### src/rtl/ex_operand_stage.sv
// Operand-select pipeline stage ahead of the ALU: one-entry register with
// valid/ready handshake, writeback bypass on capture and refresh while stalled.

package ex_params_pkg;
  localparam int WORD_SIZE  = 32;
  localparam int REG_ADDR_W = 5;

  typedef enum logic [3:0] {
    OP_ALU_ADD  = 4'd0,
    OP_ALU_SUB  = 4'd1,
    OP_ALU_AND  = 4'd2,
    OP_ALU_OR   = 4'd3,
    OP_ALU_XOR  = 4'd4,
    OP_ALU_SLL  = 4'd5,
    OP_ALU_SRL  = 4'd6,
    OP_ALU_SRA  = 4'd7,
    OP_ALU_SLT  = 4'd8,
    OP_ALU_SLTU = 4'd9
  } alu_op;
endpackage

module ex_operand_stage
  import ex_params_pkg::*;
(
  input  logic                  clk_i,
  input  logic                  rst_i,
  input  logic                  in_valid_i,
  output logic                  in_ready_o,
  input  alu_op                 in_alu_op_i,
  input  logic [REG_ADDR_W-1:0] in_rs1_addr_i,
  input  logic [REG_ADDR_W-1:0] in_rs2_addr_i,
  input  logic [WORD_SIZE-1:0]  in_rs1_data_i,
  input  logic [WORD_SIZE-1:0]  in_rs2_data_i,
  input  logic [WORD_SIZE-1:0]  in_imm_i,
  input  logic [WORD_SIZE-1:0]  in_pc_i,
  input  logic                  in_a_sel_i,
  input  logic                  in_b_sel_i,
  input  logic [REG_ADDR_W-1:0] in_rd_addr_i,
  input  logic                  wb_we_i,
  input  logic [REG_ADDR_W-1:0] wb_rd_i,
  input  logic [WORD_SIZE-1:0]  wb_data_i,
  input  logic                  flush_i,
  output logic                  out_valid_o,
  input  logic                  out_ready_i,
  output alu_op                 out_alu_op_o,
  output logic [WORD_SIZE-1:0]  out_op_a_o,
  output logic [WORD_SIZE-1:0]  out_op_b_o,
  output logic [REG_ADDR_W-1:0] out_rd_addr_o
);

  logic                  valid_q,   valid_d;
  alu_op                 alu_op_q,  alu_op_d;
  logic [REG_ADDR_W-1:0] rs1_q,     rs1_d;
  logic [REG_ADDR_W-1:0] rs2_q,     rs2_d;
  logic [REG_ADDR_W-1:0] rd_q,      rd_d;
  logic                  a_sel_q,   a_sel_d;
  logic                  b_sel_q,   b_sel_d;
  logic [WORD_SIZE-1:0]  op_a_q,    op_a_d;
  logic [WORD_SIZE-1:0]  op_b_q,    op_b_d;

  logic                  accept;
  logic [WORD_SIZE-1:0]  rs1_eff, rs2_eff;

  assign in_ready_o = !valid_q || out_ready_i;
  assign accept     = in_valid_i && in_ready_o && !flush_i;

  // x0 reads as zero ahead of any writeback match
  always_comb begin
    if (in_rs1_addr_i == '0)                      rs1_eff = '0;
    else if (wb_we_i && wb_rd_i == in_rs1_addr_i) rs1_eff = wb_data_i;
    else                                          rs1_eff = in_rs1_data_i;

    if (in_rs2_addr_i == '0)                      rs2_eff = '0;
    else if (wb_we_i && wb_rd_i == in_rs2_addr_i) rs2_eff = wb_data_i;
    else                                          rs2_eff = in_rs2_data_i;
  end

  always_comb begin
    valid_d  = valid_q;
    alu_op_d = alu_op_q;
    rs1_d    = rs1_q;
    rs2_d    = rs2_q;
    rd_d     = rd_q;
    a_sel_d  = a_sel_q;
    b_sel_d  = b_sel_q;
    op_a_d   = op_a_q;
    op_b_d   = op_b_q;

    if (flush_i) begin
      valid_d = 1'b0;
    end else if (accept) begin
      valid_d  = 1'b1;
      alu_op_d = in_alu_op_i;
      rs1_d    = in_rs1_addr_i;
      rs2_d    = in_rs2_addr_i;
      rd_d     = in_rd_addr_i;
      a_sel_d  = in_a_sel_i;
      b_sel_d  = in_b_sel_i;
      op_a_d   = in_a_sel_i ? in_pc_i  : rs1_eff;
      op_b_d   = in_b_sel_i ? in_imm_i : rs2_eff;
    end else if (valid_q && !out_ready_i) begin
      // stalled: keep register operands coherent with the register file
      if (wb_we_i && wb_rd_i != '0 && wb_rd_i == rs1_q && !a_sel_q)
        op_a_d = wb_data_i;
      if (wb_we_i && wb_rd_i != '0 && wb_rd_i == rs2_q && !b_sel_q)
        op_b_d = wb_data_i;
    end else if (valid_q) begin
      valid_d = 1'b0;
    end
  end

  always_ff @(posedge clk_i or posedge rst_i) begin
    if (rst_i) begin
      valid_q  <= 1'b0;
      alu_op_q <= OP_ALU_ADD;
      rs1_q    <= '0;
      rs2_q    <= '0;
      rd_q     <= '0;
      a_sel_q  <= 1'b0;
      b_sel_q  <= 1'b0;
      op_a_q   <= '0;
      op_b_q   <= '0;
    end else begin
      valid_q  <= valid_d;
      alu_op_q <= alu_op_d;
      rs1_q    <= rs1_d;
      rs2_q    <= rs2_d;
      rd_q     <= rd_d;
      a_sel_q  <= a_sel_d;
      b_sel_q  <= b_sel_d;
      op_a_q   <= op_a_d;
      op_b_q   <= op_b_d;
    end
  end

  assign out_valid_o   = valid_q;
  assign out_alu_op_o  = alu_op_q;
  assign out_op_a_o    = op_a_q;
  assign out_op_b_o    = op_b_q;
  assign out_rd_addr_o = rd_q;

endmodule
### config.mk
export PLATFORM = sky130hd
export DESIGN_NAME = ex_operand_stage
export DESIGN_NICKNAME = d
export VERILOG_FILES = /design/src/rtl/ex_operand_stage.sv
export SDC_FILE = /design/constraint.sdc
export NUM_CORES = 1
export LEC_CHECK = 0
export ABC_AREA = 1
export BUFFER_PORTS_ARGS = -buffer_cell sky130_fd_sc_hd__buf_2
export CAP_MARGIN = 10
export CORE_UTILIZATION = 52
export CTS_CLUSTER_DIAMETER = 200
export DETAILED_ROUTE_END_ITERATION = 12
export PLACE_DENSITY = 0.95
export SETUP_SLACK_MARGIN = 0.2
export SLEW_MARGIN = 20
export SYNTH_ARGS = -nofsm -noshare
export SYNTH_HDL_FRONTEND = slang
export SYNTH_SLANG_ARGS = --single-unit
export TNS_END_PERCENT = 1
### constraint.sdc
create_clock -name clk_i -period 5.8 [get_ports clk_i]
set_input_delay 0.29 -clock clk_i [delete_from_list [all_inputs] [get_ports clk_i]]
set_output_delay 0.29 -clock clk_i [all_outputs]
set_load 0.01 [all_outputs]
# After elaboration in Yosys (flattened, before gate mapping)
# Cells that the tools add are included.
[word_totals] register_bits=86 latch_bits=0 ramBits=0 mem_bits_ro=0 inputBits=192 out_inout_bits=75 n_memories=0
[op_classes] n_addsub=0 mul=0 n_div=0 order_cmp=0 n_eq_ne=5 shifts=0 n_mux=15 bitwise=1 reduce_logical=25
[op_table] operator="$mux 32" n=12
[op_table] operator="$eq 5x5->1" n=4
[op_table] operator="$logic_and 1x1->1" n=10
[op_table] operator="$logic_not 5->1" n=2
[op_table] operator="$reduce_and 3->1" n=2
[op_table] operator="$reduce_bool 2->1" n=3
[op_table] operator="$logic_not 1->1" n=5
[op_table] operator="$reduce_bool 5->1" n=1
[op_table] operator="$mux 1" n=3
[op_table] operator="$ne 3x3->1 const B" n=1
[op_table] operator="$reduce_and 2->1" n=1
[op_table] operator="$logic_or 1x1->1" n=1
[op_table] operator="$not 1->1" n=1

# Logic depth before layout (Yosys ltp)
# Gate-level depths: netlist of the first run.
[logic_depth] ltp_word=7 mapped_depth=11 depth_no_buf=9

# Worst setup path before layout of the first run
# OpenSTA, ideal clock, no wires.
[synth_path] path_kind="reg2reg" start="register valid_q, in the netlist out_valid_o" end="register op_b_q[10], in the netlist out_op_b_o[10]" arrival_time_ns=1.365 slack_ns=4.367 path_stages_with_launch=8 period_less_slack_ns=1.433 cell_sequence="dfrtp_1 nand2_2 nand3_4 or2_1 nor2_4 buf_6 nand3_1 nand3_1"
[synth_via] elab_chain_len=6 word_cells_on_any_way=9 cone_classes="1 x mux; 8 x reduce/logical"
[synth_lines] element="from (decl)" line="51" source="logic valid_q, valid_d;"
[synth_lines] element="from (signal assigned)" line="124" source="valid_q <= valid_d;"
[synth_lines] element="$logic_not 1->1 (*)" line="64" source="assign in_ready_o = !valid_q || out_ready_i;"
[synth_lines] element="$logic_or 1x1->1 (*)" line="64"
[synth_lines] element="net in_ready_o" line="28" source="output logic in_ready_o,"
[synth_lines] element="$logic_and 1x1->1 (*) (2 in a row)" line="65" source="assign accept = in_valid_i && in_ready_o && !flush_i;"
[synth_lines] element="$reduce_bool 2->1 (no line)"
[synth_lines] element="$reduce_and 3->1 (no line)"
[synth_lines] element="to (signal assigned)" line="132" source="op_b_q <= op_b_d;"
[synth_lines] element="to (decl)" line="59" source="logic [WORD_SIZE-1:0] op_b_q, op_b_d;"
# The timed path passes the listed nets; every way through them passes the cells marked *.
# A chain may end at the register's enable or synchronous reset.

# Worst setup path in the final report of the first run
[layout_path] start="register valid_q, in the netlist out_valid_o" end="register op_a_q[19], in the netlist out_op_a_o[19]"
[layout_via] elab_chain_len=6 word_cells_on_any_way=9 cone_classes="1 x mux; 8 x reduce/logical"
[layout_lines] element="$logic_not 1->1" line="64"
[layout_lines] element="$logic_or 1x1->1" line="64"
[layout_lines] element="$logic_and 1x1->1 (2 in a row)" line="65"
[layout_lines] element="$reduce_bool 2->1 (no line)"
[layout_lines] element="$reduce_and 3->1 (no line)"
[layout_lines] element="to (signal assigned)" line="131" source="op_a_q <= op_a_d;"
[layout_lines] element="to (decl)" line="58" source="logic [WORD_SIZE-1:0] op_a_q, op_a_d;"
# Parallel ways exist; a longest one is shown, timed or not.

==> results of run 1 <==
## sequential cells by signal, indices dropped and copies added (netlist names)
register and count:
out_op_a_o 32, rs1_q 5, rs2_q 5, a_sel_q 1, out_valid_o 1, out_op_b_o 32
out_alu_op_o 4, b_sel_q 1, out_rd_addr_o 5
## layout make-up
type | instances | share of cell area
flip-flops and latches | 86 | 0.2853
multi-input cells | 682 | 0.4119
clock inverters | 4 | 0.006304
well taps | 143 | 0.02372
clock buffers | 12 | 0.03135
repair buffers | 270 | 0.1805
inverters | 122 | 0.06088
## synth_stat cells (all sizes together)
cell type / n / area [um^2]
o21a: 2 / 15.01
nor3: 1 / 5.000
buf: 49 / 272.8
nand4: 1 / 6.260
a21oi: 4 / 20.02
xnor2: 1 / 8.760
nand3: 330 / 1684
nor2: 16 / 92.59
clkbuf: 17 / 63.81
dfrtp: 86 / 2152
xor2: 3 / 26.28
inv: 122 / 457.9
nand2: 311 / 1177
or2: 1 / 6.260
o21ai: 12 / 60.06
## worst paths after layout
| check | startpoint | end | slack (ns) | cells past startpoint |
|---|---|---|---|---|
| max in group asynchronous | rst_i | out_op_a_o[28] | 4.69 | 3 |
| worst max register to register | out_valid_o | out_op_a_o[19] | 3.00 | 8 |
| min in group clk_i | in_rd_addr_i[0] | out_rd_addr_o[0] | 0.15 | 3 |
| worst max-delay path | out_valid_o | out_op_a_o[19] | 3.00 | 8 |
| worst min register to register | out_alu_op_o[0] | out_alu_op_o[0] | 0.48 | 2 |
| worst min-delay path | rst_i | out_op_a_o[7] | 0.03 | 2 |
## per-stage QoR
step | total power, W | hold WS (ns) | util | instances
6_report | 0.001904 | 0.02797 | 0.6634 | 1319
5_1_grt | 0.002006 | 0.08423 | 0.6634 | 1319
4_1_cts | 0.001898 | 0.05559 | 0.6634 | 1319
3_5_place_dp | 0.001325 | 0.4213 | 0.6384 | 1303
3_3_place_gp | 0.001312 | 0.4047 | 0.6384 | 1303
2_1_floorplan | 0.001084 | 0.3996 | - | 956
## power by group through the flow
| stage | logic [W] | clock network [W] | registers (W) |
|---|---|---|---|
| finish | 0.000551 | 0.000577 | 0.000775 |
| global route | 0.000615 | 0.000605 | 0.000785 |
| CTS | 0.000547 | 0.000578 | 0.000773 |
| detailed placement | 0.000544 | 0 | 0.000781 |
| global placement | 0.000531 | 0 | 0.000781 |
| floorplan | 0.000266 | 0 | 0.000819 |
## cells by family (layout without fill, tap and decap cells)
group | Yosys count | after routing | synth area share
flip-flops | 86 | 86 | 0.3558
AND/OR/NAND/NOR | 660 | 660 | 0.4913
buffers and inverters | 188 | 408 | 0.1314
XOR/XNOR | 4 | 4 | 0.005793
AO/OA/AOI/OAI | 18 | 18 | 0.01572
## critical path: cells and delay by family (launching register included)
| kind | cells | cell delay (ns) |
|---|---|---|
| flops | 1 | 0.37 |
| simple gates | 8 | 2.34 |
## metal layers
metal,up-vias,wire length (um),part of all wire
met3,92,2504,0.12
met2,593,9797,0.46
met1,3366,7890,0.37
met4,0,928,0.044
li1,3485,-,-
met5,-,0,0
==> impl_summary.txt, run 1 <==
----------------------------------------------------
[Run]
  Number of maximum-capacitance constraint violations ... 0

[Setup path]
  Worst Setup Path Type ... reg -> reg
  Setup crit start kind ... flop
  CP Cell Sequence ... nand2_2 > nor2_1 > nand2_1 > nor2_1 > nand3_2 > nand2_2 > nand2_1 > nand3_1
  Required time reported for the critical path endpoint ... 6.06 ns
  Slowest-stage cell, CP ... nand2_2
  Data arrival time of the critical path ... around 3.1 ns
  Delay of the slowest cell on the worst path ... 0.86 ns
  Max FO, Critical Path ... 33
  Nature of the critical path endpoint ... flop

[STA]
  Shortest period the worst path allows ... 2.799 ns
  Period utilisation layout ... 0.4826
  Worst Tran Pin Value ... 0.9115 ns
  Worst relative slew slack ... 0.3909
  Final sum of negative setup slack ... 0 ns
  Count of final setup violators ... 0
  Number of pins with negative max-slew slack in the final report ... 0
  Setup repair after global routing missed its margin ... no
  PnR worst setup slack ... 3.001 ns
  Count of final hold-check violations ... 0
  Post-Route Skew ... 0.009242 ns
  FMAX ... between 300 and 400 MHz

[Place]
  Number of input and output port buffers inserted ... between 200 and 300
  Worst setup timing slack at the placement stage ... roughly 3.0 ns
  HPWL Detailed ... between 10000 and 15000 um
  Area of placed instances ... 0.007258 mm^2
  Final weighted congestion of routability-driven global placement ... ~0.95

[Clock network]
  Clock slew at reported path FFs ... about 0.07 ns
  CTS tree ... yes
  H-tree depth ... 3
  Clk sink count ... 86
  Number of instances resized during post-cts repair ... 0
  Post-cts hold buffer count ... 0
  Clock buffer count from CTS ... 9
  Bufs on Longest Clock Path ... 2
  Post-CTS setup buffer count ... 0
  Clk Latency, worst-skew pair ... 0.34 ns
  Root buffer selected by CTS ... clkbuf_16

[Synth]
  Number of standard cells after synthesis ... 956
  Mapped Nets ... 1148
  Mean Syn Cell Area ... 6.327 um^2
  Sequential fraction of the synthesis area ... 0.3558
  Combined area of all synthesized cells ... 0.006048 mm^2
  Number of distinct standard cells referenced by the synthesized netlist ... 25
  Synth Register Bits ... 86
  Yosys warns ... 0

[GRT]
  Fraction of met2 tracks used by global routing ... 0.5862
  Total grt overflow ... 0
  Met3 global-route usage ... 0.07291
  Largest net degree at the start of global routing ... 69
  Most crowded layer after global routing ... met2
  Antenna violations before repair ... 0
  Met1 global-route usage ... 0.4250
  Global-route wire length before repair ... 32660 um
  Vias in the first global route ... 6828
  Total routing resource utilization after global routing ... 0.3523

[Power and ir drop]
  Sw Ratio ... 0.3385
  Total power divided by cell area ... 252.4 mW/mm^2
  Sequential power share ... 0.407
  Combinational share of power ... 0.290
  Power share of the clock group ... 0.303
  Power spent charging and discharging nets ... 0.0006443 W
  Max VDD drop ... approximately 0.15 mV
  Int Pwr ... 0.001259 W
  Leakage power of the design ... between 4 and 5 nW

[Die]
  Core outline area ... roughly 0.011 mm^2
  Die area ... 0.01207 mm^2
  Ports ... 267
  Effective utilization at floorplan ... 0.5320
  Die extent in y ... 109.9 um
  Die X-Extent ... about 110 um
  Placement row count ... 39

[Final layout]
  Final instance area ... 0.007542 mm^2
  Total area of sequential cells ... 0.002152 mm^2
  Area growth from synthesis to layout ... 24.70%
  Count of filler cells inserted in the layout ... between 1000 and 1500
  Antenna cell count ... 0
  Final nets ... 1363
  Leading cell types in the layout, fill and taps excluded ... nand3_1, nand2_1, buf_2
  Fraction of final layout cells sized beyond drive strength 1 ... 0.2577
  Area of the multi-input gates ... approximately 0.0031 mm^2
  Commonest non-fill, non-tap cell in the layout ... nand3_1

[Drt]
  DRC violation total after the first TritonRoute iteration ... about 840
  DR vias/cell ... 5.713
  Remaining design rule violation count ... 0
  Number of vias after detailed routing ... 7536
  Final ANT Viol Nets ... 0
  Total Routed Length ... 21120 um
  Router iterations before antenna repair ... 6
  Routed wirelength normalized by instance count ... 16.01 um

[Worst hold path]
  Min-Delay Path Class ... in -> async

[Run status]
  Run status ... finished clean

----------------------------------------------------
No activity file was read; power rests on OpenSTA's default activity.
==> inputs of run 2 (changes only) <==
--- a/config.mk
+++ b/config.mk
@@ -8,10 +8,10 @@
 export ABC_AREA = 1
 export BUFFER_PORTS_ARGS = -buffer_cell sky130_fd_sc_hd__buf_2
 export CAP_MARGIN = 10
-export CORE_UTILIZATION = 52
+export CORE_UTILIZATION = 49
 export CTS_CLUSTER_DIAMETER = 200
 export DETAILED_ROUTE_END_ITERATION = 12
-export PLACE_DENSITY = 0.95
+export PLACE_DENSITY = 0.92
 export SETUP_SLACK_MARGIN = 0.2
 export SLEW_MARGIN = 20
 export SYNTH_ARGS = -nofsm -noshare
==> constraint.sdc (replaced) <==
create_clock -name clk_i -period 2.8 [get_ports clk_i]
set_input_delay 0.14 -clock clk_i [delete_from_list [all_inputs] [get_ports clk_i]]
set_output_delay 0.14 -clock clk_i [all_outputs]
set_load 0.01 [all_outputs]
==> impl_summary.txt, run 2 (same netlist as run 1, synthesis figures left out) <==
----------------------------------------------------
[Clock network]
  CTS tree ... yes
  Root buffer selected by CTS ... clkbuf_16
  Clk sink count ... 86 (unchanged)
  Clock buffer count from CTS ... 9 (unchanged)
  Clk Latency, worst-skew pair ... 0.33 ns (about the same)
  Clock slew at reported path FFs ... 0.06 ns (about the same)
  Number of instances resized during post-cts repair ... 0 (unchanged)
  Bufs on Longest Clock Path ... 2 (unchanged)
  H-tree depth ... 3 (unchanged)

[Setup path]
  Worst flop-to-flop path endpoint ... out_op_b_o[7]
  CP Capture Point ... out_op_b_o[7]
  Setup crit start kind ... flop
  Max FO, Critical Path ... 33 (unchanged)
  Worst Setup Path Type ... reg -> reg
  Number of cells on the worst reg-to-reg path ... 9 (+1)
  Launch point of the critical path ... out_valid_o
  Nature of the critical path endpoint ... flop
  Required time reported for the critical path endpoint ... 3.01 ns (-3.05 ns)
  Launch point of the worst reg-to-reg path ... out_valid_o
  Data arrival time of the critical path ... 2.26 ns (-0.80 ns)
  Register-to-register setup slack ... 0.75 ns (-2.25 ns)

[Die]
  Die extent in y ... 113.1 um (+3.0%)
  Placement row count ... 40 (+2.6%)
  Core outline area ... 0.01201 mm^2 (+5.6%)
  Die X-Extent ... 113.1 um (+3.0%)
  Effective utilization at floorplan ... 0.5035 (-0.02843)
  Ports ... 267 (unchanged)
  Die area ... 0.01279 mm^2 (+6.0%)

[GRT]
  Total routing resource utilization after global routing ... 0.3350 (-0.01726)
  Largest net degree at the start of global routing ... 66 (-4.3%)
  Antenna violations before repair ... 1 (+1)
  Met3 global-route usage ... 0.04981 (-0.02310)
  Most crowded layer after global routing ... met2
  Global-route wire length before repair ... 33550 um (+2.7%)
  Met1 global-route usage ... 0.4239 (-0.001122)
  Total grt overflow ... 0 (unchanged)
  Fraction of met2 tracks used by global routing ... 0.5616 (-0.02461)
  Vias in the first global route ... 6878 (+0.73%)

[Worst hold path]
  Min-Delay Path Class ... in -> reg

[Drt]
  Routed wirelength normalized by instance count ... 16.07 um (+0.34%)
  DRC violation total after the first TritonRoute iteration ... 905 (+8.4%)
  Total Routed Length ... 21510 um (+1.9%)
  Router iterations before antenna repair ... 6 (unchanged)
  Remaining design rule violation count ... 0 (unchanged)
  Final ANT Viol Nets ... 0 (unchanged)
  DR vias/cell ... 5.601 (-2.0%)
  Number of vias after detailed routing ... 7500 (-0.48%)

[Power and ir drop]
  Int Pwr ... 0.002739 W (+120%)
  Power spent charging and discharging nets ... 0.001345 W (+110%)
  Sequential power share ... 0.395 (-0.012)
  Combinational share of power ... 0.284 (-0.006)
  Sw Ratio ... 0.3292 (-0.009226)
  Total power divided by cell area ... 528.7 mW/mm^2 (+110%)
  Max VDD drop ... 0.2677 mV (+84%)
  Leakage power of the design ... 4.557 nW (+2.2%)
  Power share of the clock group ... 0.321 (+0.018)

[Place]
  Number of input and output port buffers inserted ... 266 (unchanged)
  Final weighted congestion of routability-driven global placement ... 0.9373 (-0.86%)
  HPWL Detailed ... 15080 um (+4.8%)

[STA]
  Final sum of negative setup slack ... 0 ns (unchanged)
  Setup repair after global routing missed its margin ... no
  Shortest period the worst path allows ... 2.048 ns (-0.7506 ns)
  FMAX ... 488.2 MHz (+37%)
  Number of pins with negative max-slew slack in the final report ... 0 (unchanged)
  Period utilisation layout ... 0.7316 (+0.2490)
  Worst Tran Pin Value ... 0.8986 ns (-0.01287 ns)
  Worst hold margin ... 0.007084 ns (-0.02088 ns)
  Count of final setup violators ... 0 (unchanged)
  Post-Route Skew ... 0.006922 ns (-0.002321 ns)
  Worst relative slew slack ... 0.3995 (+0.008600)
  Count of final hold-check violations ... 0 (unchanged)

[Run status]
  Run status ... finished clean

[Final layout]
  Commonest non-fill, non-tap cell in the layout ... nand3_1
  Fraction of final layout cells sized beyond drive strength 1 ... 0.2662 (+0.008510)
  Final nets ... 1378 (+1.1%)
  Final core area utilization ... 0.6431 (-0.02024)
  Leading cell types in the layout, fill and taps excluded ... nand3_1, nand2_1, buf_2
  Area growth from synthesis to layout ... 27.72%

[Run]
  Number of maximum-capacitance constraint violations ... 0 (unchanged)

----------------------------------------------------
run 2: changes by cell type in the layout (fill, tap and decap cells not counted), sizes merged:
cell         delta
buf            +13
dlygate4sd3     +2
bufinv          +1
diode           +1
clkinvlp        -1
run 2: worst min-delay path by stage:
stage                         start                to  slack (ns)  depth (start not counted)
floorplan            in_alu_op_i[0]   out_alu_op_o[0]        0.25                          2
global placement              rst_i  out_rd_addr_o[0]        0.32                          2
detailed placement            rst_i  out_rd_addr_o[0]        0.33                          2
CTS                 in_rd_addr_i[3]  out_rd_addr_o[3]    0.000001                          3
global route        in_rd_addr_i[4]  out_rd_addr_o[4]        0.01                          3
finish              in_rd_addr_i[3]  out_rd_addr_o[3]       0.007                          3
run 2: area by class of cell:
| type | instances | area (um^2) |
|---|---|---|
| antenna | 1 | 2.502 |
| clock buffer | 12 | 246.5 |
| clock inverter | 4 | 70.07 |
| fill | 1081 | 4287 |
| inverter | 122 | 459.2 |
| multi-input combinational | 682 | 3107 |
| sequential | 86 | 2152 |
| tap | 147 | 183.9 |
| timing repair buffer | 285 | 1504 |
run 2: power by group through the flow:
stage | Combinational (W) | Clock [W] | Sequential, W
after detailed placement | 0.00115 | 0 | 0.00163
after global placement | 0.00113 | 0 | 0.00162
after CTS | 0.00116 | 0.00131 | 0.00161
after global routing | 0.00128 | 0.00137 | 0.00163
final | 0.00116 | 0.00131 | 0.00161
after floorplan | 0.000550 | 0 | 0.00170
run 2: timing repair:
action | in CTS | in global routing
hold endpoints to repair | 45 | 0
buffers inserted | 0 | 0
hold buffers | 2 | 0
run 2: routing by layer:
layer / vias to the layer above / wire, um / share of wire
li1: 3527 / - / -
met1: 3332 / 8402 / 0.39
met2: 577 / 10070 / 0.47
met3: 64 / 2281 / 0.11
met4: 0 / 760 / 0.035
met5: - / 0 / 0
run 2: worst max-delay path, cell delays in order (launching register included):
cell and delay, ns:
dfrtp_1 0.39, nand2_2 0.12, nor2_1 0.07, nand2_1 0.05, nor2_1 0.04, nand3_2 0.06, buf_4 0.36, nand2_2 0.51
nand2_1 0.22, nand3_1 0.08
run 2: per-stage QoR:
step | std cells | total power [W] | area (um^2) | worst slack [ns]
global placement | 1320 | 0.002749 | 7386 | 0.8638
finish | 1339 | 0.004084 | 7725 | 0.7516
detailed placement | 1320 | 0.002777 | 7386 | 0.7804
CTS | 1338 | 0.004075 | 7722 | 0.7673
floorplan | 956 | 0.002246 | 6048 | 0.4382
global route | 1338 | 0.004277 | 7722 | 0.6008
==> inputs of run 3 (changes only) <==
--- a/config.mk
+++ b/config.mk
@@ -8,10 +8,10 @@
 export ABC_AREA = 1
 export BUFFER_PORTS_ARGS = -buffer_cell sky130_fd_sc_hd__buf_2
 export CAP_MARGIN = 10
-export CORE_UTILIZATION = 49
+export CORE_UTILIZATION = 44
 export CTS_CLUSTER_DIAMETER = 200
 export DETAILED_ROUTE_END_ITERATION = 12
-export PLACE_DENSITY = 0.92
+export PLACE_DENSITY = 0.88
 export SETUP_SLACK_MARGIN = 0.2
 export SLEW_MARGIN = 20
 export SYNTH_ARGS = -nofsm -noshare
==> constraint.sdc (replaced) <==
create_clock -name clk_i -period 1.8 [get_ports clk_i]
set_input_delay 0.09 -clock clk_i [delete_from_list [all_inputs] [get_ports clk_i]]
set_output_delay 0.09 -clock clk_i [all_outputs]
set_load 0.01 [all_outputs]
==> impl_summary.txt, run 3 (same netlist as run 1, synthesis figures left out) <==
----------------------------------------------------
[Final layout]
  Final core area utilization ... 0.6011 (-0.04207)
  Leading cell types in the layout, fill and taps excluded ... nand3_1, nand2_1, buf_2
  Final nets ... 1403 (+1.8%)
  Antenna cell count ... 0 (-1)
  Final instance area ... 0.008023 mm^2 (+3.9%)
  Area growth from synthesis to layout ... 32.64%
  Commonest non-fill, non-tap cell in the layout ... nand3_1
  Count of filler cells inserted in the layout ... 1294 (+20%)
  Total area of sequential cells ... 0.002152 mm^2 (unchanged)
  Area of the multi-input gates ... 0.003113 mm^2 (+0.20%)
  Fraction of final layout cells sized beyond drive strength 1 ... 0.2747 (+0.008508)

[GRT]
  Met1 global-route usage ... 0.3963 (-0.02753)
  Total routing resource utilization after global routing ... 0.3238 (-0.01123)
  Most crowded layer after global routing ... met2
  Vias in the first global route ... 7080 (+2.9%)
  Global-route wire length before repair ... 35720 um (+6.5%)
  Largest net degree at the start of global routing ... 87 (+32%)
  Antenna violations before repair ... 0 (-1)
  Total grt overflow ... 0 (unchanged)
  Fraction of met2 tracks used by global routing ... 0.5447 (-0.01686)
  Met3 global-route usage ... 0.05364 (+0.003827)

[STA]
  Period utilisation layout ... 0.8494
  FMAX ... 654.1 MHz
  Post-Route Skew ... 0.008826 ns (+0.001905 ns)
  Count of final hold-check violations ... 0 (unchanged)
  Number of pins with negative max-slew slack in the final report ... 0 (unchanged)
  Worst relative slew slack ... 0.6510 (+0.2515)
  Count of final setup violators ... 0 (unchanged)
  Final sum of negative setup slack ... 0 ns (unchanged)
  Setup repair after global routing missed its margin ... yes
  Shortest period the worst path allows ... 1.529 ns
  Worst Tran Pin Value ... 0.5195 ns (-0.3791 ns)
  Worst hold margin ... 0.007591 ns (+0.0005074 ns)

[Die]
  Placement row count ... 42 (+5.0%)
  Effective utilization at floorplan ... 0.4531 (-0.05041)
  Die extent in y ... 119.2 um (+5.4%)
  Die X-Extent ... 119.2 um (+5.4%)
  Die area ... 0.01422 mm^2 (+11%)
  Core outline area ... 0.01335 mm^2 (+11%)
  Ports ... 267 (unchanged)

[Power and ir drop]
  Max VDD drop ... 0.4853 mV (+81%)
  Leakage power of the design ... 4.673 nW (+2.5%)
  Total power divided by cell area ... 781.2 mW/mm^2 (+48%)

[Setup path]
  Delay of the slowest cell on the worst path ... 0.54 ns (+0.03 ns)
  Register-to-register setup slack ... 0.27 ns (-0.48 ns)
  Launch point of the critical path ... flush_i
  Nature of the critical path endpoint ... flop
  Required time reported for the critical path endpoint ... 2.09 ns (-0.92 ns)
  Worst flop-to-flop path endpoint ... out_op_b_o[26]
  Worst Setup Path Type ... in -> reg
  Data arrival time of the critical path ... 1.82 ns (-0.44 ns)
  Launch point of the worst reg-to-reg path ... out_valid_o
  CP Cell Sequence ... dlygate4sd3_1 > buf_2 > inv_1 > nand3_4 > buf_4 > buf_12 > nand2_1 > nand2_1 > nand2_1 > nand3_1
  Max FO, Critical Path ... 79 (+140%)
  Slowest-stage cell, CP ... dlygate4sd3_1
  Cell class contributing the biggest share of worst-path delay ... buffers and inverters
  Setup crit start kind ... primary input
  Number of cells on the worst reg-to-reg path ... 8 (-1)
  Count of cell instances traversed by the critical path ... 10 (+1)
  CP Capture Point ... out_op_b_o[26]
  Most used cell along the critical path ... nand2_1
  Buf/Inv on CP ... 5 (+4)

[Drt]
  Number of vias after detailed routing ... 7655 (+2.1%)
  DR vias/cell ... 5.499 (-1.8%)
  Final ANT Viol Nets ... 0 (unchanged)
  Total Routed Length ... 22880 um (+6.3%)
  Remaining design rule violation count ... 1 (+1)
  Routed wirelength normalized by instance count ... 16.43 um (+2.3%)
  DRC violation total after the first TritonRoute iteration ... 856 (-5.4%)
  Router iterations before antenna repair ... 9 (+3)

[Clock network]
  CTS tree ... yes
  Clk sink count ... 86 (unchanged)
  Clk Latency, worst-skew pair ... 0.35 ns (+0.02 ns)
  Clock slew at reported path FFs ... 0.07 ns (about the same)
  Bufs on Longest Clock Path ... 2 (unchanged)
  Clock buffer count from CTS ... 9 (unchanged)
  Root buffer selected by CTS ... clkbuf_16
  H-tree depth ... 3 (unchanged)

[Place]
  Area of placed instances ... 0.007567 mm^2 (+2.5%)
  Final weighted congestion of routability-driven global placement ... 0.9172 (-2.1%)
  HPWL Detailed ... 15770 um (+4.6%)
  Number of input and output port buffers inserted ... 266 (unchanged)

[Run status]
  Run status ... finished with violations
  Violated checks ... DRC

[Worst hold path]
  Min-Delay Path Class ... in -> reg
  Startpoint of the worst hold path ... in_rs2_addr_i[3]

[Run]
  Number of maximum-capacitance constraint violations ... 0 (unchanged)

----------------------------------------------------
run 3: cell count changes in the layout (fill, tap and decap cells not counted), moves of 2 or more:
cell,change
buf_6,+6
dlygate4sd3_1,+9
buf_8,+2
buf_12,+3
buf_4,+5
clkinvlp_4,+2
run 3: power by group:
part	internal, W	switching [W]
registers	0.00228	0.000232
logic	0.000781	0.00110
clock network	0.00107	0.000803
run 3: timing repair:
action,CTS,global route
setup endpoints to repair,15,64
hold endpoints to repair,96,0
hold buffers,11,0
pin swaps,0,1
gates resized for setup,1,12
setup buffers,0,2
run 3: worst min-delay path by stage:
stage	to	slack, ns	cells past startpoint
CTS	rs2_q[3]	0.002	3
detailed placement	out_op_a_o[8]	0.27	3
global placement	out_op_a_o[8]	0.26	3
floorplan	out_alu_op_o[0]	0.20	2
global route	rs2_q[3]	0.04	3
finish	rs2_q[3]	0.008	3
run 3: layout make-up:
cell class,count,area share
timing repair buffer,310,0.2230
clock buffer,12,0.02948
clock inverter,4,0.005926
tap,176,0.02745
inverter,122,0.05786
sequential,86,0.2682
multi-input combinational,682,0.3880
run 3: metrics by stage:
stage               power, W  setup WS [ns]  cells
finish              0.006268         0.2712   1392
global route        0.006600         0.1823   1392
CTS                 0.006254         0.2116   1390
detailed placement  0.004360         0.1936   1363
global placement    0.004314         0.2685   1363
floorplan           0.003494         0.3666    956
run 3: tightest hold or removal path, cell delays in order:
cell	delay, ns
buf_2	0.12
nand2_1	0.05
o21ai_0	0.06
run 3: routing by layer:
metal / part of all wire / routed length [um]
met5: 0 / 0
met1: 0.39 / 8830
met4: 0.042 / 968
met2: 0.47 / 10820
met3: 0.099 / 2260
